**src/rtl/fadd_result_collector.sv**
```systemverilog
// fadd_result_collector: latency-matched capture of adder results, IEEE half fix-up/pack, FWFT FIFO with drop status
module fadd_result_collector #(
  parameter int LATENCY = 4,
  parameter int DEPTH = 4,
  parameter int TAG_W = 4
) (
  input  logic clk,
  input  logic reset,
  input  logic add,
  input  logic [TAG_W-1:0] in_Tag,
  input  logic in_Sign,
  input  logic [4:0] in_Exponent,
  input  logic [9:0] in_Mantissa,
  input  logic in_OverFlow,
  input  logic in_UnderFlow,
  output logic out_valid,
  input  logic out_ready,
  output logic [15:0] out_Result,
  output logic [TAG_W-1:0] out_Tag,
  output logic [1:0] out_Exc,
  output logic [$clog2(DEPTH):0] fifo_count,
  output logic overrun,
  output logic [7:0] drop_count
);
  localparam int AW = $clog2(DEPTH);
  logic [LATENCY-1:0] dv;
  logic [TAG_W-1:0] dt [LATENCY];
  logic [15:0] m_res [DEPTH];
  logic [TAG_W-1:0] m_tag [DEPTH];
  logic [1:0] m_exc [DEPTH];
  logic [AW-1:0] wp, rp;
  logic arr, pop, push, drop;
  logic [15:0] packed_w;
  assign out_valid = fifo_count != '0;
  assign out_Result = m_res[rp];
  assign out_Tag = m_tag[rp];
  assign out_Exc = m_exc[rp];
  always_comb begin
    arr = dv[LATENCY-1];
    pop = out_valid && out_ready;
    push = arr && (fifo_count != (AW+1)'(DEPTH) || pop);
    drop = arr && !push;
    packed_w = in_OverFlow ? {in_Sign, 5'h1f, 10'h0} :
               in_UnderFlow ? {in_Sign, 15'h0} : {in_Sign, in_Exponent, in_Mantissa};
  end
  // a push and pop on a full FIFO share a slot: wp == rp, the popped word is read before it is overwritten
  always_ff @(posedge clk) begin
    if (reset) begin
      dv <= '0;
      for (int i = 0; i < LATENCY; i++) dt[i] <= '0;
      for (int i = 0; i < DEPTH; i++) begin
        m_res[i] <= '0;
        m_tag[i] <= '0;
        m_exc[i] <= '0;
      end
      wp <= '0;
      rp <= '0;
      fifo_count <= '0;
      overrun <= 1'b0;
      drop_count <= '0;
    end else begin
      dv[0] <= add;
      dt[0] <= in_Tag;
      for (int i = 1; i < LATENCY; i++) begin
        dv[i] <= dv[i-1];
        dt[i] <= dt[i-1];
      end
      if (push) begin
        m_res[wp] <= packed_w;
        m_tag[wp] <= dt[LATENCY-1];
        m_exc[wp] <= {in_OverFlow, in_UnderFlow};
        wp <= wp + AW'(1);
      end
      if (pop) rp <= rp + AW'(1);
      fifo_count <= fifo_count + (AW+1)'(push) - (AW+1)'(pop);
      if (drop) begin
        overrun <= 1'b1;
        drop_count <= drop_count + {7'd0, drop_count != 8'hff};
      end
    end
  end
endmodule

```
**config.mk**
```make
export PLATFORM = sky130hd
export DESIGN_NAME = fadd_result_collector
export DESIGN_NICKNAME = d
export VERILOG_FILES = /design/src/rtl/fadd_result_collector.sv
export SDC_FILE = /design/constraint.sdc
export NUM_CORES = 1
export LEC_CHECK = 0
export CAP_MARGIN = 15
export CORE_UTILIZATION = 45
export DETAILED_ROUTE_END_ITERATION = 10
export MAX_ROUTING_LAYER = met4
export PLACE_DENSITY_LB_ADDON = 0.15
export SYNTH_ARGS = -nofsm -noshare
export SYNTH_HDL_FRONTEND = slang
export SYNTH_SLANG_ARGS = --single-unit
```
**constraint.sdc**
```tcl
create_clock -name clk -period 2.8 [get_ports clk]
set_clock_uncertainty 0.15 [all_clocks]
set_input_delay 0.56 -clock clk [delete_from_list [all_inputs] [get_ports clk]]
set_output_delay 0.56 -clock clk [all_outputs]
set_load 0.03 [all_outputs]
```
==> impl_results.md <==
- Top cells by area in the synthesized netlist: edfxtp_1, dfxtp_1, mux4_2
- X dimension of the die: 108 microns
- Post-CTS setup buffer count: 0
- Deepest level of the CTS H-tree: 4
- Combinational Power Share: a little over a fifth
- Layout overhead on the synthesized area: 29.8%
- Crit Reg-Reg Endpoint: fifo_count[2]
- Synth Area per Inst: 13.4 sq um
- Count of different cell masters after synthesis: 31
- Sequential share of the synthesized area: about two thirds
- Internal power: 3.88 mW
- Worst setup slack before clock tree synthesis: -0.173 ns
- CTS max path bufs: 2
- Post-layout min period: between 2 and 3 ns
- Layout fillers: 868
- DP HPWL: 6180 microns
- Max-capacitance violation count: 0
- Clock insertion delay at the later pin of the skew report: 0.50 ns
- Top-count cell post-synth: nor2_1
- Number of synthesized flops with an enable pin: 88
- Total core area: 10900 sq um
- TritonCTS clock tree: yes
- I/O pin count: 61
- Instance area after placement: 5970 sq um
- Cells after synthesis: between 300 and 400
- Count of state elements after synthesis: between 100 and 150
- Starting Density: 46.3%
- Pre-antenna DRT Iters: 4
- Length in cells of the worst reg-to-reg path: 9
- Startpoint of the most critical hold path: dv[2]
- DRC viols: 0
- Clk Tree Root Cell: clkbuf_8
- Total area of multi-input combinational cells: roughly 1500 sq um
- Congestion Overflow GR: 0
- Setup repair after global routing missed its margin: no
- Worst EP required: 2.09 ns
- Worst hold path depth: 1
- Top fanout value on the critical path: 11
- Reg-to-reg slack, setup: between 0.4 and 0.5 ns
- Clk pwr share: a little under two fifths
- Post-CTS Hold Fix Bufs: 0
- Leakage power total: roughly 2.4 nW
- GRT Util Overall: roughly a fifth
- # clock sinks: ~130
- Library cell occupying the most area in the post-synthesis netlist: edfxtp_1
- Final wirelength: 10200 microns
- First-pass GRT wire length: 16400 microns
- Crit Path Class: reg -> out
- Maximum operating frequency: 369 MHz
- Clock transition at the registers of the reported paths: 0.06 ns
- Sort of element at the end of the critical path: output port
- Beginning of the worst register-to-register path: fifo_count[1]
- Number of warnings printed during yosys synthesis: 0
- Antenna-violating nets left: 0
- Weighted congestion reported at the end of routability-driven placement: 0.703
- Share of final-layout standard cells stronger than drive strength 1: around 18%
- Worst slew slack as a fraction of its limit: 71.0%
- Net switching power: 1.47 mW
- Final Core Density: 60.1%
- Post-Syn Nets: 408
- Worst Hold Endpoint: dv[3]
- Clock buffers created by TritonCTS: 17
- Count of port buffers added during placement: 60
- Vias post-DR: about 3200
- Worst hold-check path type: reg -> reg
- Post-route design area: roughly 6500 sq um
- Iteration-0 DRC Markers: 180
- Vias in the first global route: 3239
- Worst VDD drop: 522 uV
- Antenna diodes: 0
- Data arrival at the endpoint of the critical path: 2.00 ns
- Proportion of register bits with asynchronous set or reset after synthesis: 0%
- Die Height: 108 microns
- Storage cell area: 3400 sq um
- Final-report max-slew violation count: 0
- Final setup violation count: 0
- Period utilization: 96.8%
- CP startpoint kind: flop
- Count of standard-cell rows: 38
- Power density over cell area: ~820 nW/um^2
- Fin. Hold Viols: 0
- Synth top area share: 52.4%
- Final layout net count: 492
- Overall power: around 5.3 mW
- Flip-flop cell with the highest count after synthesis: edfxtp_1
- Fraction of power consumed by sequential logic: between 40% and 50%
- Worst setup slack after layout: 0.0909 ns
- Antenna violations before repair: 0
- WL/cell: between 15 and 20 microns
- Slew at the pin with the worst max-slew slack: ~0.43 ns
- Syn Std Cell Area: 5040 sq um
- Switching Share: 27.4%
- Largest net degree at the start of global routing: 37
- Result of the run: complete, no violations
- Die area: 11600 sq um
- Most instantiated cells after synthesis: nor2_1, edfxtp_1, dfxtp_1
- Via density: 5.18
## power groups by stage
stage / Clock (mW) / Sequential (mW) / Combinational, mW
global placement: 0 / 2.17 / 1.18
CTS: 2.08 / 2.14 / 1.14
detailed placement: 0 / 2.18 / 1.20
global route: 2.17 / 2.16 / 1.24
floorplan: 0 / 2.20 / 0.726
finish: 2.04 / 2.15 / 1.16
## how the worst max path moves through the flow
stage | from | endpoint | cells past startpoint
floorplan | out_ready | fifo_count[2] | 10
finish | flop | out_Tag[1] | 3
detailed placement | out_ready | fifo_count[2] | 10
global route | flop | out_Tag[1] | 3
global placement | out_ready | fifo_count[2] | 10
CTS | flop | out_Tag[1] | 3
## flip-flops by register name, indices dropped and copies added (netlist names), named ones only
register    count
m_exc           8
m_tag          16
m_res          64
dv              4
dt             16
drop_count      8
fifo_count      3
wp              2
overrun         1
rp              2
## routing by layer
layer / vias up / wire length, microns / share of wire [%] / track usage [%]
met5: - / 0 / 0 / -
met4: 0 / 133 / 1.3 / 8.71
met3: 8 / 377 / 3.7 / 4.96
met2: 74 / 5120 / 50 / 32.1
met1: 1570 / 4580 / 45 / 23.8
li1: 1529 / - / - / -
## what timing repair did
action	in CTS	in global routing
resized for setup	18	1
setup endpoints to repair	18	8
cloned	0	1
## area by class of cell
cell class                      count  area share, %
Sequential cell                   126           52.1
Multi-Input combinational cell    219           23.0
Timing Repair Buffer               85           13.0
Clock buffer                       18           6.39
Tap cell                          140           2.68
Clock inverter                     14           2.22
Inverter                           12          0.689
## cell usage in the layout, fill, tap and decap left out, types with 2 or more instances in the layout
cell type        count
nor2_1              91
edfxtp_1            88
clkdlybuf4s50_1     38
dfxtp_1             37
nor2b_1             23
mux4_2              22
buf_4               22
nand2_1             18
dlygate4sd2_1       18
clkbuf_16           17
a21oi_1             15
inv_1               11
nand4_1              7
and3_1               6
o21ai_0              6
buf_12               6
or3_1                4
o31ai_1              4
or4_1                4
ha_1                 4
clkinv_4             4
nand3_1              3
xnor2_1              3
clkinvlp_4           3
clkinv_2             3
clkinv_1             2
bufinv_16            2
## per-stage QoR
stage                     std cells  setup TNS, ns  hold slack, ns
final                           614              0           0.283
after global routing            614              0           0.306
after CTS                       613              0           0.288
after detailed placement        581         -0.239           0.275
after global placement          581         -0.163           0.267
after floorplan                 377              0           0.264
## worst max-delay path, stage by stage (launching register included)
cell and delay [ns]:
dfxtp_2 0.41, buf_12 0.19, mux4_2 0.52, dlygate4sd2_1 0.37
## cell families after synthesis
logic type | synth area share (%)
adders and majority gates | 1.39
xor gates and xnor gates | 0.695
AOI/OAI and AO/OA | 3.18
buffers and inverters | 2.63
and+or+nand+nor | 14.7
DFF | 67.5
muxes | 9.83
Note: power is estimated with default switching activity, not from simulation.
